[src/rtl/gpio_link_ctrl.sv]
// gpio_link_ctrl: 32-bit word transfers over the PULPino GPIO byte lane
// with 2-bit turn tokens, a TX ack timeout and RX back-pressure.
module gpio_link_ctrl #(
  parameter int pTIMEOUT_W  = 16,
  parameter int pWORD_BYTES = 4
) (
  input  logic                  clk,
  input  logic                  resetn,
  input  logic                  abort,
  input  logic [31:0]           tx_data,
  input  logic                  tx_valid,
  output logic                  tx_ready,
  output logic                  tx_done,
  output logic [31:0]           rx_data,
  output logic                  rx_valid,
  input  logic                  rx_ready,
  input  logic [pTIMEOUT_W-1:0] timeout_limit,
  output logic                  err_timeout,
  output logic [7:0]            gpio_data_in,
  output logic [1:0]            data_in_io_turn,
  input  logic [1:0]            data_in_pulpino_turn,
  input  logic [7:0]            gpio_data_out,
  input  logic [1:0]            data_out_pulpino_turn,
  output logic [1:0]            data_out_io_turn
);

  localparam int IW = 2;
  localparam logic [IW-1:0] LAST = IW'(pWORD_BYTES - 1);

  typedef enum logic [1:0] {
    TX_IDLE, TX_PUT, TX_WAIT, TX_DONE
  } tx_state_t;

  typedef enum logic {
    RX_COLLECT, RX_FULL
  } rx_state_t;

  tx_state_t             tx_state, tx_state_n;
  logic [IW-1:0]         tx_idx, tx_idx_n;
  logic [31:0]           tx_word, tx_word_n;
  logic [pTIMEOUT_W-1:0] timer, timer_n;
  logic                  err_n;
  logic [7:0]            tx_byte_n;
  logic [1:0]            tx_tok_n;
  logic                  tx_ack;

  rx_state_t             rx_state, rx_state_n;
  logic [IW-1:0]         rx_idx, rx_idx_n;
  logic [31:0]           rx_buf_n;
  logic [1:0]            rx_tok_n;

  assign tx_ready = (tx_state == TX_IDLE);
  assign tx_done  = (tx_state == TX_DONE);
  assign rx_valid = (rx_state == RX_FULL);
  assign tx_ack   = (data_in_pulpino_turn == data_in_io_turn);

  // Each byte lands on the lane when PUT is entered; the token moves a cycle later.
  always_comb begin
    tx_state_n = tx_state;
    tx_idx_n   = tx_idx;
    tx_word_n  = tx_word;
    timer_n    = timer;
    err_n      = err_timeout;
    tx_byte_n  = gpio_data_in;
    tx_tok_n   = data_in_io_turn;
    if (abort) begin
      tx_state_n = TX_IDLE;
      tx_idx_n   = '0;
      err_n      = 1'b0;
    end else begin
      unique case (tx_state)
        TX_IDLE: begin
          if (tx_valid) begin
            tx_word_n  = tx_data;
            tx_idx_n   = '0;
            tx_byte_n  = tx_data[7:0];
            tx_state_n = TX_PUT;
          end
        end
        TX_PUT: begin
          timer_n    = '0;
          tx_tok_n   = data_in_io_turn + 2'd1;
          tx_state_n = TX_WAIT;
        end
        TX_WAIT: begin
          timer_n = timer + pTIMEOUT_W'(1);
          if (tx_ack) begin
            if (tx_idx == LAST) begin
              tx_state_n = TX_DONE;
            end else begin
              tx_idx_n   = tx_idx + IW'(1);
              tx_byte_n  = tx_word[{tx_idx_n, 3'b000} +: 8];
              tx_state_n = TX_PUT;
            end
          end else if (timeout_limit != '0 && timer == timeout_limit) begin
            err_n      = 1'b1;
            tx_state_n = TX_IDLE;
          end
        end
        TX_DONE: tx_state_n = TX_IDLE;
        default: tx_state_n = TX_IDLE;
      endcase
    end
  end

  always_ff @(posedge clk or negedge resetn) begin
    if (!resetn) begin
      tx_state        <= TX_IDLE;
      tx_idx          <= '0;
      tx_word         <= '0;
      timer           <= '0;
      err_timeout     <= 1'b0;
      gpio_data_in    <= '0;
      data_in_io_turn <= '0;
    end else begin
      tx_state        <= tx_state_n;
      tx_idx          <= tx_idx_n;
      tx_word         <= tx_word_n;
      timer           <= timer_n;
      err_timeout     <= err_n;
      gpio_data_in    <= tx_byte_n;
      data_in_io_turn <= tx_tok_n;
    end
  end

  // The ack mirrors PULPino's token, so skipped token values are tolerated.
  always_comb begin
    rx_state_n = rx_state;
    rx_idx_n   = rx_idx;
    rx_buf_n   = rx_data;
    rx_tok_n   = data_out_io_turn;
    if (abort) begin
      rx_state_n = RX_COLLECT;
      rx_idx_n   = '0;
    end else begin
      unique case (rx_state)
        RX_COLLECT: begin
          if (data_out_pulpino_turn != data_out_io_turn) begin
            rx_buf_n[{rx_idx, 3'b000} +: 8] = gpio_data_out;
            rx_tok_n = data_out_pulpino_turn;
            if (rx_idx == LAST) begin
              rx_idx_n   = '0;
              rx_state_n = RX_FULL;
            end else begin
              rx_idx_n = rx_idx + IW'(1);
            end
          end
        end
        RX_FULL: begin
          if (rx_ready) rx_state_n = RX_COLLECT;
        end
        default: rx_state_n = RX_COLLECT;
      endcase
    end
  end

  always_ff @(posedge clk or negedge resetn) begin
    if (!resetn) begin
      rx_state         <= RX_COLLECT;
      rx_idx           <= '0;
      rx_data          <= '0;
      data_out_io_turn <= '0;
    end else begin
      rx_state         <= rx_state_n;
      rx_idx           <= rx_idx_n;
      rx_data          <= rx_buf_n;
      data_out_io_turn <= rx_tok_n;
    end
  end

endmodule

[config.mk]
export PLATFORM = sky130hd
export DESIGN_NAME = gpio_link_ctrl
export DESIGN_NICKNAME = d
export VERILOG_FILES = /design/src/rtl/gpio_link_ctrl.sv
export SDC_FILE = /design/constraint.sdc
export NUM_CORES = 1
export LEC_CHECK = 0
export BUFFER_PORTS_ARGS = -buffer_cell sky130_fd_sc_hd__buf_2
export CAP_MARGIN = 30
export CORE_MARGIN = 5
export CORE_UTILIZATION = 40
export DETAILED_ROUTE_END_ITERATION = 10
export PLACE_DENSITY_LB_ADDON = 0.08
export SLEW_MARGIN = 10
export SYNTH_ARGS = -nofsm -noshare
export SYNTH_HDL_FRONTEND = slang
export SYNTH_SLANG_ARGS = --single-unit
[constraint.sdc]
create_clock -name clk -period 5.6 [get_ports clk]
set_input_delay 1.12 -clock clk [delete_from_list [all_inputs] [get_ports clk]]
set_output_delay 1.12 -clock clk [all_outputs]
set_load 0.01 [all_outputs]
==> impl_metrics.yaml <==
global_route:
  grt_antenna_before_repair: 0
  grt_first_pass_wirelength_um: 18320
  grt_max_degree: 65
  grt_pass1_vias: 3563
  grt-ovfl-total: 0
  grt.total_usage_pct: 16.31
worst_setup_path:
  path_cells: "buf_2, xor2_1, o31a_2, nor4_4, nor2_1, a21oi_2"
  crit_arrival_ns: 2.75
  critPathMaxStageDelay_ns: 0.70
  critical_path_depth: 6
  reg2reg_slack_ns: 3.26
  worstSetupEndpointType: "flop"
  path_buf_inv: 1
  critical-path-top-delay-family: "simple AND/OR/NAND/NOR gates"
  reg2regPathDepth: 5
  cp_slowest_cell: "nor4_4"
  cp_max_fo: 16
  reg2reg_to: "gpio_data_in[5]$_DFFE_PN0P_"
  required_ns: 5.88
  r2r-start: "tx_idx[0]$_DFFE_PN0P_"
  worstSetupStartpointType: "primary input"
  path_class: "in2reg"
clock_tree:
  numCtsBuffers: 9
  cts.htree.levels: 3
  path_clk_slew_ns: 0.06
  tritoncts: "done"
  post_cts_buffers: 0
  cts-root-buf: "clkbuf_16"
  clockBufferDepth: 2
  postCtsHoldBufs: 0
  cts_resized: 0
  cts.sinks: 100
  clk_latency_ns: 0.35
final_layout:
  num-fill-cells: 1134
  final_cell_mix: "buf_2 (112), dfrtp_1 (100), nand2_1 (83), o21ai_0 (39), mux2_2 (35)"
  insertedDiodeCount: 0
  register_area_sq_um: 2502
  final_nets: 633
  layout-drive-gt1-share_pct: 31.25
  multi_input_area_sq_um: 2190
  final_area_sq_um: 5808
  layout_commonest_cell: "buf_2"
  syn2layout_area_growth_pct: 20.98
power_and_ir_drop:
  pwr-share-comb_pct: 33.8
  ir_drop_uv: 272.0
  switching_share_pct: 32.73
  power.switching_uw: 864.3
  p_int_mw: 1.777
  p_per_area_nw_per_um2: 454.7
  clkPwrFrac_pct: 24.4
  p_leak_nw: 2.729
  p_seq_share_pct: 41.9
floorplanning:
  row_count: 40
  start_util_pct: 40.30
  pin_count: 113
  die_w_um: 119.6
  die_h_um: 119.6
  dieArea_sq_um: 14290
  core_sq_um: 11910
logic_synthesis:
  yosysSeqAreaShare_pct: 52.12
  synth_edf_count: 0
  synth.area.top_cells: "dfrtp_1 (52%), mux2_2 (8.2%), nand2_1 (6.5%)"
  synth_fa_ha_area_share_pct: 3.127
  syn_area_sq_um: 4801
  muxShareOfSynthArea_pct: 14.10
  ys.flop_type: "dfrtp_1"
  synth_top_family_by_area: "simple AND/OR/NAND/NOR gates"
  synth_xor_area_share_pct: 5.655
  yosysTopAreaCellShare_pct: 52.12
  syn-instance-count: 444
  ys_types: 38
  synth_top_area_cell: "dfrtp_1"
  synth_simple_gate_area_share_pct: 15.17
  synth_nets: 521
  synth-async-reset-ratio_pct: 100.0
  synth.avg_cell_area_sq_um: 10.81
  ys_ff_latch: 100
  ys.warnings.count: 0
  synth-compound-area-share_pct: 7.558
worst_hold_path:
  worstHoldEndpoint: "rx_data[25]$_DFFE_PN0P_"
  hold_path.class: "reg2reg"
  hold_start: "rx_data[25]$_DFFE_PN0P_"
  whs_path_depth: 2
timing:
  rsz0062_at_grt: "false"
  fin_skew_ns: 0.01157
  setup_tns_ns: 0
  min_period_ns: 2.476
  maxSlewHeadroom_pct: 39.60
  setup_viol: 0
  post-route-period-util_pct: 44.21
  finalHoldViolations: 0
  max_freq_ghz: 0.4039
  finalMaxSlewViolations: 0
  worst_pin_slew_ns: 0.9040
placement:
  port_buffers: 112
  placed_cell_area_sq_um: 5488
  dp_hpwl_um: 8061
  finalWeightedCongestion: 0.8184
drt:
  drt_iter0_markers: 146
  drtAntennaViolNets: 0
  via_count: 3505
  wl_per_cell_um: 15.37
  vias_per_cell: 4.958
  route.detailed.drc: 0
  wirelength_um: 10870
  first_pass_iters: 4
outcome:
  status: "finished, final reports clean"
run:
  drv_cap: 0
stage by stage:
stage	hold slack [ns]	worst slack, ns	instances	power (mW)	util [%]
after global routing	0.4993	2.914	707	2.853	48.76
after global placement	0.4569	2.800	690	1.996	46.07
after CTS	0.4790	2.892	705	2.679	48.59
after floorplan	0.4739	3.237	444	1.727	-
after detailed placement	0.4657	2.734	690	2.024	46.07
final	0.4692	3.124	707	2.641	48.76
power groups by stage:
stage | registers, mW | clock network, mW | logic (mW)
floorplan | 1.13 | 0 | 0.594
global placement | 1.11 | 0 | 0.884
detailed placement | 1.12 | 0 | 0.902
CTS | 1.11 | 0.667 | 0.903
global route | 1.14 | 0.697 | 1.01
finish | 1.11 | 0.643 | 0.892
cell families after synthesis:
kind of cell	Yosys count
DFF	100
buffers and inverters	24
AOI/OAI and AO/OA	64
xor gates and xnor gates	31
and+or+nand+nor	160
adders and majority gates	12
muxes	53
sequential cells by signal, indices dropped and copies added (netlist names):
register / cells
gpio_data_in: 8
timer: 16
rx_valid: 1
tx_word: 32
rx_data: 32
data_in_io_turn: 2
tx_state: 2
err_timeout: 1
rx_idx: 2
tx_idx: 2
data_out_io_turn: 2
worst register-to-register path, stage by stage (launching register included):
cell and delay, ns:
dfrtp_1 0.60, ha_1 0.34, o31a_2 0.38, nor4_4 0.70, nor2_1 0.12, a21oi_2 0.13
worst max path at each step:
stage                     slack (ns)                     endpoint               startpoint
final                           3.12  gpio_data_in[5]$_DFFE_PN0P_  data_in_pulpino_turn[1]
after global routing            2.91  gpio_data_in[2]$_DFFE_PN0P_  data_in_pulpino_turn[1]
after CTS                       2.89      tx_state[0]$_DFFE_PN0P_  tx_state[0]$_DFFE_PN0P_
after detailed placement        2.73  gpio_data_in[5]$_DFFE_PN0P_  data_in_pulpino_turn[1]
after global placement          2.80  gpio_data_in[4]$_DFFE_PN0P_  data_in_pulpino_turn[1]
after floorplan                 3.24  gpio_data_in[4]$_DFFE_PN0P_  data_in_pulpino_turn[1]
cells in the mapped netlist (3+ instances only):
library cell / instances
nor2b_1: 4
clkbuf_1: 6
ha_1: 12
mux2i_1: 10
dfrtp_1: 100
inv_1: 9
buf_2: 6
nor2_1: 30
mux4_2: 7
xnor2_1: 11
a21oi_1: 12
and2_1: 5
xor2_1: 20
and3_1: 4
nor4_1: 8
or3_1: 4
nand2_1: 83
mux2_2: 35
nand3_1: 4
o21ai_0: 39
nor3_1: 5
nor3b_1: 3
a31oi_1: 3
nand4_1: 5
area by class of cell:
| type | instances | share of cell area [%] |
|---|---|---|
| clock buffer | 13 | 4.136 |
| sequential | 100 | 43.08 |
| inverter | 9 | 0.5816 |
| clock inverter | 2 | 1.034 |
| tap | 147 | 3.167 |
| multi-input combinational | 320 | 37.70 |
| timing repair buffer | 116 | 10.30 |
layer usage:
metal | GRT usage (%) | vias to the layer above | share of wire, %
met5 | 0 | - | 0
met4 | 6.371 | 0 | 1.4
met3 | 6.126 | 9 | 6.6
met2 | 25.25 | 84 | 48
met1 | 20.78 | 1658 | 44
li1 | - | 1754 | -
(Power assumes the default switching activity.)
